==> src/rtl/threshold_ram_writer.sv <==
// Raster-order writer of threshold bytes into a single-port RAM.
// Define THRESHOLD_WRITER_CHECKSUM_EN to add the oChecksum accumulator.
module threshold_ram_writer #(
  parameter int WIDTH_BITS  = 8,
  parameter int HEIGHT_BITS = 8,
  parameter int ADDR_WIDTH  = 16
) (
  input  logic                   clock,
  input  logic                   reset,
  input  logic                   iStart,
  input  logic [7:0]             iData,
  input  logic                   iValid,
  output logic                   oReady,
  output logic                   oWe,
  output logic [ADDR_WIDTH-1:0]  oAddress,
  output logic [7:0]             oWdata,
  output logic [WIDTH_BITS-1:0]  oCol,
  output logic [HEIGHT_BITS-1:0] oRow,
  output logic                   oBusy,
  output logic                   oDone
`ifdef THRESHOLD_WRITER_CHECKSUM_EN
  ,
  output logic [15:0]            oChecksum
`endif
);

  typedef enum logic [1:0] {
    IDLE,
    WRITE,
    DONE
  } state_t;

  state_t                 state_q;
  logic [WIDTH_BITS-1:0]  col_q;
  logic [HEIGHT_BITS-1:0] row_q;
  logic                   we_q;
  logic [ADDR_WIDTH-1:0]  addr_q;
  logic [7:0]             wdata_q;
  logic [ADDR_WIDTH-1:0]  addr_d;
  logic                   accept;
  logic                   col_last;
  logic                   row_last;

  assign accept   = iValid && (state_q == WRITE);
  assign col_last = &col_q;
  assign row_last = &row_q;
  assign addr_d   = (ADDR_WIDTH'(row_q) << WIDTH_BITS)
                  + ADDR_WIDTH'(col_q);

  always_ff @(posedge clock) begin
    if (reset) begin
      state_q <= IDLE;
      col_q   <= '0;
      row_q   <= '0;
      we_q    <= 1'b0;
      addr_q  <= '0;
      wdata_q <= '0;
    end else begin
      we_q <= 1'b0;
      unique case (state_q)
        IDLE: begin
          if (iStart) begin
            state_q <= WRITE;
            col_q   <= '0;
            row_q   <= '0;
          end
        end
        WRITE: begin
          if (accept) begin
            we_q    <= 1'b1;
            addr_q  <= addr_d;
            wdata_q <= iData;
            col_q   <= col_q + 1'b1;
            if (col_last) begin
              row_q <= row_q + 1'b1;
              if (row_last) begin
                state_q <= DONE;
              end
            end
          end
        end
        DONE: begin
          state_q <= IDLE;
        end
        default: begin
          state_q <= IDLE;
        end
      endcase
    end
  end

`ifdef THRESHOLD_WRITER_CHECKSUM_EN
  logic [15:0] sum_q;

  // Accumulates what the RAM actually sees, one cycle behind the write.
  always_ff @(posedge clock) begin
    if (reset) begin
      sum_q <= '0;
    end else if (iStart && (state_q == IDLE)) begin
      sum_q <= '0;
    end else if (we_q) begin
      sum_q <= sum_q + {8'h00, wdata_q};
    end
  end

  assign oChecksum = sum_q;
`endif

  assign oReady   = (state_q == WRITE);
  assign oBusy    = (state_q == WRITE) || (state_q == DONE);
  assign oDone    = (state_q == DONE);
  assign oWe      = we_q;
  assign oAddress = addr_q;
  assign oWdata   = wdata_q;
  assign oCol     = col_q;
  assign oRow     = row_q;

endmodule

==> config.mk <==
export PLATFORM = sky130hd
export DESIGN_NAME = threshold_ram_writer
export DESIGN_NICKNAME = d
export VERILOG_FILES = /design/src/rtl/threshold_ram_writer.sv
export SDC_FILE = /design/constraint.sdc
export NUM_CORES = 1
export LEC_CHECK = 0
export BUFFER_PORTS_ARGS = -buffer_cell sky130_fd_sc_hd__buf_2
export CAP_MARGIN = 20
export CELL_PAD_IN_SITES_DETAIL_PLACEMENT = 1
export CELL_PAD_IN_SITES_GLOBAL_PLACEMENT = 2
export CORE_UTILIZATION = 25
export CTS_BUF_LIST = sky130_fd_sc_hd__clkbuf_8
export DETAILED_ROUTE_END_ITERATION = 10
export GPL_TIMING_DRIVEN = 0
export PLACE_DENSITY = 0.69
export SYNTH_ARGS = -nofsm -noshare
export SYNTH_HDL_FRONTEND = slang
export SYNTH_SLANG_ARGS = --single-unit
==> constraint.sdc <==
create_clock -name clock -period 2.4 [get_ports clock]
set_input_delay 0.12 -clock clock [delete_from_list [all_inputs] [get_ports clock]]
set_output_delay 0.12 -clock clock [all_outputs]
set_load 0.02 [all_outputs]
### Word level (Yosys, flattened, before mapping)

Cells that the tools add are included.
Widths: inputs -> output; s select.

* muxes and demuxes: 12
* bitwise gates (word level): 1
* add/subtract/negate cells: 3
* equality and inequality tests: 6
* reduce and logical (&&, ||, !) cells: 11

Operators by type and width (number)
* $mux 8: 4
* $pmux 8 s2: 2
* $add 16x8->16: 1
* $add 8x1->8 const B: 2
* $reduce_and 8->1: 2
* $mux 2: 4
* $reduce_and 4->1: 2
* $ne 2x1->1 const B: 3
* $pmux 2 s2: 1
* $reduce_and 3->1: 1
* $eq 2x1->1 const B: 1
* $eq 2x2->1 const B: 1
* $logic_not 2->1: 1
* $ne 2x2->1 const B: 1
* $reduce_and 2->1: 1
* $reduce_bool 2->1: 1
* $reduce_or 2->1: 1
* $logic_and 1x1->1: 1
* $logic_or 1x1->1: 1
* $mux 1: 1
* $not 1->1: 1

* input bits: 12
* output and inout bits: 44
* flip-flop bits (word level): 43

### Logic depth before layout (Yosys ltp)

Gate-level depths: netlist (run 1).

* word-level depth: 5
* mapped depth: 7
* mapped depth without buffers: 6

### Worst setup path before layout (run 1)

Ideal clock, no wire load.

* path type: flip-flop to flip-flop
* start point: register col_q[0], in the netlist oCol[0]
* end point: register row_q[3], in the netlist oRow[3]
* arrival time: 1.772 ns
* setup time: 0.069 ns
* buffers on the path: 0
* setup slack: 0.559 ns
* cell stages (with the launch flop): 6
* cell sequence: dfxtp_1 > ha_1 > nand3_1 > or2_4 > or4_1 > o21ai_1

* longest elaborated chain between the ends: 3

RTL lines
* from (decl): line 34 `logic [WIDTH_BITS-1:0] col_q;`
* from (signal assigned): line 73 `col_q <= col_q + 1'b1;`
* $reduce_and 8->1: line 45 `assign col_last = &col_q;`
* $ne 2x1->1 (no line)
* $reduce_and 4->1 (no line)
* to (signal assigned): line 75 `row_q <= row_q + 1'b1;`
* to (decl): line 35 `logic [HEIGHT_BITS-1:0] row_q;`

No other way between the ends.
A chain may end at the register's enable or synchronous reset.

### Worst setup path after layout (run 1)

* start point: register state_q[0]
* end point: register row_q[0], in the netlist oRow[0]

* longest elaborated chain between the ends: 4
* elaborated cells on any way between the ends: 9

RTL lines
* from (decl): line 33 `state_t state_q;`
* from (signal assigned): line 52 `state_q <= IDLE;`
* from (signal assigned): line 63 `state_q <= WRITE;`
* from (signal assigned): line 77 `state_q <= DONE;`
* $eq 2x1->1: line 44, 60
* $logic_and 1x1->1: line 44 `assign accept = iValid && (state_q == WRITE);`
* $ne 2x1->1 (no line)
* $reduce_and 4->1 (no line)

Several ways; a longest one is shown, not always the timed one.

==> results of run 1 <==
==> path summary, 6_finish.rpt <==
| path | from | end | slack (ns) | depth (start not counted) |
|---|---|---|---|---|
| max | state_q[0]$_SDFFE_PP0P_ | oRow[0]$_SDFFE_PP0P_ | 0.26 | 6 |
| min | iData[4] | oWdata[4]$_SDFFE_PP0P_ | 0.05 | 3 |
| max reg2reg | state_q[0]$_SDFFE_PP0P_ | oRow[0]$_SDFFE_PP0P_ | 0.26 | 6 |
| min reg2reg | oAddress[2]$_SDFFE_PP0P_ | oAddress[2]$_SDFFE_PP0P_ | 0.45 | 2 |
==> per-stage QoR <==
step / hold WS (ns) / power, mW / cells / utilization (%)
floorplan: 0.2560 / 1.081 / 236 / -
global placement: 0.3622 / 1.223 / 388 / 31.39
detailed placement: 0.3711 / 1.222 / 388 / 31.39
CTS: 0.04802 / 1.691 / 396 / 32.55
global route: 0.05201 / 1.769 / 396 / 32.63
finish: 0.05288 / 1.658 / 396 / 32.63
==> state kept, by name (all words and copies together) (netlist names) <==
register / flops
oAddress: 16
oCol: 8
oRow: 8
oWdata: 8
state_q: 2
oWe: 1
==> kinds of logic (layout without fill, tap and decap cells) <==
family,Yosys count,in the layout
AOI/OAI and AO/OA,43,43
xor gates and xnor gates,7,7
adders and majority gates,6,6
buffers and inverters,16,77
DFF,43,43
muxes,3,3
and+or+nand+nor,118,118
==> per-layer routing <==
| layer | up-vias | share of wire (%) |
|---|---|---|
| met1 | 840 | 49 |
| met4 | 0 | 1.1 |
| met5 | - | 0 |
| met2 | 36 | 47 |
| li1 | 936 | - |
| met3 | 6 | 3.5 |
==> power by group <==
group	internal, mW	leakage, nW	switching (mW)	total (mW)
registers	0.742	0.347	0.0169	0.759
clock network	0.200	0.0453	0.258	0.457
logic	0.126	0.585	0.316	0.441
==> area by class of cell <==
cell class / count / area (um2)
Inverter: 5 / 18.77
Tap cell: 99 / 123.9
Multi-Input combinational cell: 177 / 996.0
Buffer: 11 / 42.54
Sequential cell: 43 / 860.8
Timing Repair Buffer: 53 / 265.3
Clock inverter: 3 / 16.27
Fill cell: 931 / 4938
Clock buffer: 5 / 68.82
==> layout by cell type, fill, tap and decap left out, drive strengths merged, types with 3 or more instances in the layout <==
| cell | synthesis | routed |
|---|---|---|
| a21oi | 25 | 25 |
| buf | 1 | 54 |
| clkbuf | 10 | 15 |
| dfxtp | 43 | 43 |
| ha | 6 | 6 |
| inv | 5 | 6 |
| nand2 | 63 | 63 |
| nand3 | 8 | 8 |
| nand4 | 6 | 6 |
| nor2 | 12 | 12 |
| nor2b | 4 | 4 |
| nor3 | 6 | 6 |
| nor4 | 5 | 5 |
| o21ai | 4 | 4 |
| xnor2 | 3 | 3 |
| xor2 | 4 | 4 |
==> tightest hold or removal path, delay by kind of cell <==
family                 cells  cell delay [ns]
AO/OA/AOI/OAI              1             0.05
AND/OR/NAND/NOR            1             0.04
buffers and inverters      1             0.10
==> results.toml, run 1 <==
[sta]
setup-tns-final_ns = 0
post-route-min-period_ns = 2.142
fmax_mhz = 466.8
final-max-slew-violation-count = 0
rsz0062_at_grt = "no"
tightest_slew_ns = 0.5841
skew_ns = 0.006375
finalCritPeriodShare_pct = 89.26
setup_violations = 0
hold_violations = 0
slew-limit-headroom_pct = 60.74
setup_slack_ns = 0.2579

[yosys]
synth_seq_cells = 43
synth.yosys.seq_area_share_pct = 45.03
syn-cell-area_um2 = 1912
yosysMostFrequentCell = "nand2_1"
synth.top_cells.by_count = "nand2_1 (63), dfxtp_1 (43), a21oi_1 (25)"
async_flop_share_pct = 0
synthAdderAreaFrac_pct = 3.927
syn-instance-count = 236
yosysTopAreaCellShare_pct = 45.03
ys_top_cells_by_area = "dfxtp_1 (45%), nand2_1 (12%), a21oi_1 (6.5%)"
synth_cell_types = 42
synth_compound_area_share_pct = 13.61
synth-edff-count = 0
ys.flop_type = "dfxtp_1"
syn_nets = 254
synthXorXnorAreaFrac_pct = 3.207
ys_warn_count = 0
synth_top_family_by_area = "simple AND/OR/NAND/NOR gates"
avgSynthCellArea_um2 = 8.101
synth.mux.area_fraction_pct = 1.702
synthSimpleGateAreaFrac_pct = 29.32
yosys.area.top_type = "dfxtp_1"

[clock_tree]
path_clk_slew_ns = 0.08
clock_latency_ns = 0.30
hold_buffers = 0
cts_max_level = 2
cts_sinks = 43
cts_root_buffer = "clkbuf_8"
cts_max_path_buffers = 2
ctsResizeCount = 0
numCtsBuffers = 5
post_cts_buffers = 0
cts_tree = "built"

[global_routing]
use_met3_pct = 2.770
grt-busiest-layer = "met2"
grt_max_degree = 14
grt_util_all_layers_pct = 14.61
grt_use_met1_pct = 20.22
grtUsageMet2_pct = 23.25
antenna_found_initial = 0
grt_pass1_vias = 1741
grt_pass1_wl_um = 8873
overflow = 0

[placed_design]
place_hpwl_um = 4016
dpl_cell_area_um2 = 2301
gp_congestion = 0.7415
pre_cts_slack_ns = 0.1408
numPortBuffers = 53

[floorplanning]
io_pins = 56
dieArea_um2 = 8001
die_x_um = 89.45
fp.dieH_um = 89.45
core_um2 = 7331
initial_utilization_pct = 26.08
rows = 31

[outcome]
status = "finished clean"

[pwr]
vdd_drop_max_mv = 0.1893
leakage_nw = 0.9774
powerDensity_nw_per_um2 = 693.0

[drt]
drc_errors = 0
wl_per_cell_um = 13.71
dr.pass1.iters = 4
via_count = 1818
drt-initial-drc-count = 61
ant_nets = 0
wirelength_um = 5429
routed_via_density = 4.591

[run]
cap_violations = 0

[worst_setup_path]
critPathLaunchType = "register"
critPathBufInv = 1
cp_slowest_stage_delay_ns = 0.51
path_cells = "inv_1 -> ha_1 -> mux2i_1 -> nor2_1 -> o22ai_1 -> mux2_2"
critPathTopFamily = "multiplexers"
critPathRequiredTime_ns = 2.64
cp_slowest_cell = "mux2i_1"
cp.arrival_ns = 2.39
crit_type = "reg2reg"
path_max_fanout = 6
setup.worst_path.end_class = "register"

[finish]
drive_gt1_share_pct = 23.23
num-nets-final = 314
synthToLayoutAreaGrowth_pct = 25.13
num_antenna_cells = 0
final_area_um2 = 2392

[worst_hold_path]
min_path_type = "in2reg"
Note: power is estimated with default switching activity, not from simulation.
==> run 2, diff against run 1 <==
--- a/config.mk
+++ b/config.mk
@@ -13,7 +13,7 @@
 export CTS_BUF_LIST = sky130_fd_sc_hd__clkbuf_8
 export DETAILED_ROUTE_END_ITERATION = 10
 export GPL_TIMING_DRIVEN = 0
-export PLACE_DENSITY = 0.69
+export PLACE_DENSITY = 0.71
 export SYNTH_ARGS = -nofsm -noshare
 export SYNTH_HDL_FRONTEND = slang
 export SYNTH_SLANG_ARGS = --single-unit
==> constraint.sdc (replaced) <==
create_clock -name clock -period 1.9 [get_ports clock]
set_input_delay 0.095 -clock clock [delete_from_list [all_inputs] [get_ports clock]]
set_output_delay 0.095 -clock clock [all_outputs]
set_load 0.02 [all_outputs]
==> run 2 against run 1 <==
Clock power grew 29%. Die area stayed put. Non-clock buffer count grew 1. Global-route usage shrank 0.15 points. Clock skew grew 0.0026 ns. Total power increased by 34%. Combinational power is 52% higher. Flip-flop and latch count did not move. Utilization up 1.3 points. Final cell count did not move. Largest cell class unchanged.
==> results.toml, run 2 (synthesized netlist as in run 1, its figures left out) <==
[sta]
finalCritPeriodShare_pct = 94.41
setup-tns-final_ns = 0
final-max-slew-violation-count = 0
setup_slack_ns = 0.1062
rsz0062_at_grt = "no"
tightest_slew_ns = 0.5307
fmax_mhz = 557.5
setup_violations = 0
slew-limit-headroom_pct = 64.62
whs_ns = 0.03568
hold_violations = 0
skew_ns = 0.009009
post-route-min-period_ns = 1.794

[global_routing]
overflow = 0
antenna_found_initial = 0
grt_pass1_vias = 1750
use_met3_pct = 3.232
grtUsageMet2_pct = 24.84
grt_pass1_wl_um = 8763
grt_use_met1_pct = 18.23
grt_util_all_layers_pct = 14.46
grt_max_degree = 13
grt-busiest-layer = "met2"

[drt]
drc_errors = 0
wl_per_cell_um = 13.87
routed_via_density = 4.604
via_count = 1823
ant_nets = 0
drt-initial-drc-count = 93
wirelength_um = 5492
dr.pass1.iters = 4

[worst_setup_path]
setup.worst_path.end_class = "register"
crit_type = "reg2reg"
critPathRequiredTime_ns = 2.11
critPathLaunchType = "register"
path_max_fanout = 5
reg2reg_to = "state_q[1]$_SDFFE_PP0P_"
startpoint = "oRow[1]$_SDFFE_PP0P_"
r2r_cells = 5
reg2reg_slack_ns = 0.11
cp.arrival_ns = 2.00
r2r_start = "oRow[1]$_SDFFE_PP0P_"
critical_path.endpoint = "state_q[1]$_SDFFE_PP0P_"

[clock_tree]
cts_max_level = 2
cts_root_buffer = "clkbuf_8"
numCtsBuffers = 5
path_clk_slew_ns = 0.08
hold_buffers = 0
cts_max_path_buffers = 2
clock_latency_ns = 0.29
cts_sinks = 43
cts_tree = "built"

[finish]
layout_commonest_cell = "nand2_1"
num-nets-final = 315
layout.cells.non_filler = 396
num_antenna_cells = 0
layout_common_cells = "nand2_1 (62), buf_2 (56), dfxtp_1 (39)"
final_area_um2 = 2491
fin_util_pct = 33.98
synthToLayoutAreaGrowth_pct = 30.30
drive_gt1_share_pct = 29.97
largest_reg_flops = 16

[pwr]
power_mw = 2.227
powerDensity_nw_per_um2 = 894.1
leakage_nw = 1.006
vdd_drop_max_mv = 0.2804

[outcome]
status = "finished clean"

[floorplanning]
core_um2 = 7331
die_x_um = 89.45
initial_utilization_pct = 26.08
fp.dieH_um = 89.45
dieArea_um2 = 8001
io_pins = 56
rows = 31

[placed_design]
dpl.cell_count = 388
dpl_cell_area_um2 = 2301
place_hpwl_um = 4037
gp_congestion = 0.7909
pre_cts_slack_ns = -0.3884
numPortBuffers = 53

[worst_hold_path]
min_path_type = "in2reg"

[run]
cap_violations = 0
[run 2: critical path, cell delays in order (launching register included)]
cell	delay (ns)
dfxtp_1	0.40
ha_2	0.24
nand3_1	0.11
or2_2	0.37
or3_1	0.36
a211oi_1	0.24
[run 2: layer usage]
layer | routed length [um] | share of wire, %
met1 | 2623 | 48
met4 | 58 | 1.1
met2 | 2602 | 47
met3 | 207 | 3.8
met5 | 0 | 0
[run 2: layout make-up]
cell class	count	area, um2
Fill cell	881	4840
Multi-Input combinational cell	177	1071
Sequential cell	43	865.8
Timing Repair Buffer	54	272.8
Tap cell	99	123.9
Clock buffer	6	82.58
Buffer	11	51.30
Inverter	5	18.77
Clock inverter	1	5.005
[run 2: power breakdown]
group	internal (mW)	switching, mW
sequential	0.941	0.0263
combinational	0.231	0.438
clock	0.286	0.306
[run 2: what timing repair did]
action,4_1_cts,5_1_grt
setup endpoints to repair,27,28
resized for setup,13,17
buffers inserted,0,1
cloned,0,0
[run 2: worst min path at each step]
stage	start	to	slack (ns)	depth (start not counted)
after floorplan	iData[0]	oWdata[0]$_SDFFE_PP0P_	0.23	2
after global placement	iData[0]	oWdata[0]$_SDFFE_PP0P_	0.34	3
after detailed placement	iData[6]	oWdata[6]$_SDFFE_PP0P_	0.34	3
after CTS	iData[6]	oWdata[6]$_SDFFE_PP0P_	0.03	3
after global routing	iData[1]	oWdata[1]$_SDFFE_PP0P_	0.03	3
final	iData[7]	oWdata[7]$_SDFFE_PP0P_	0.04	3
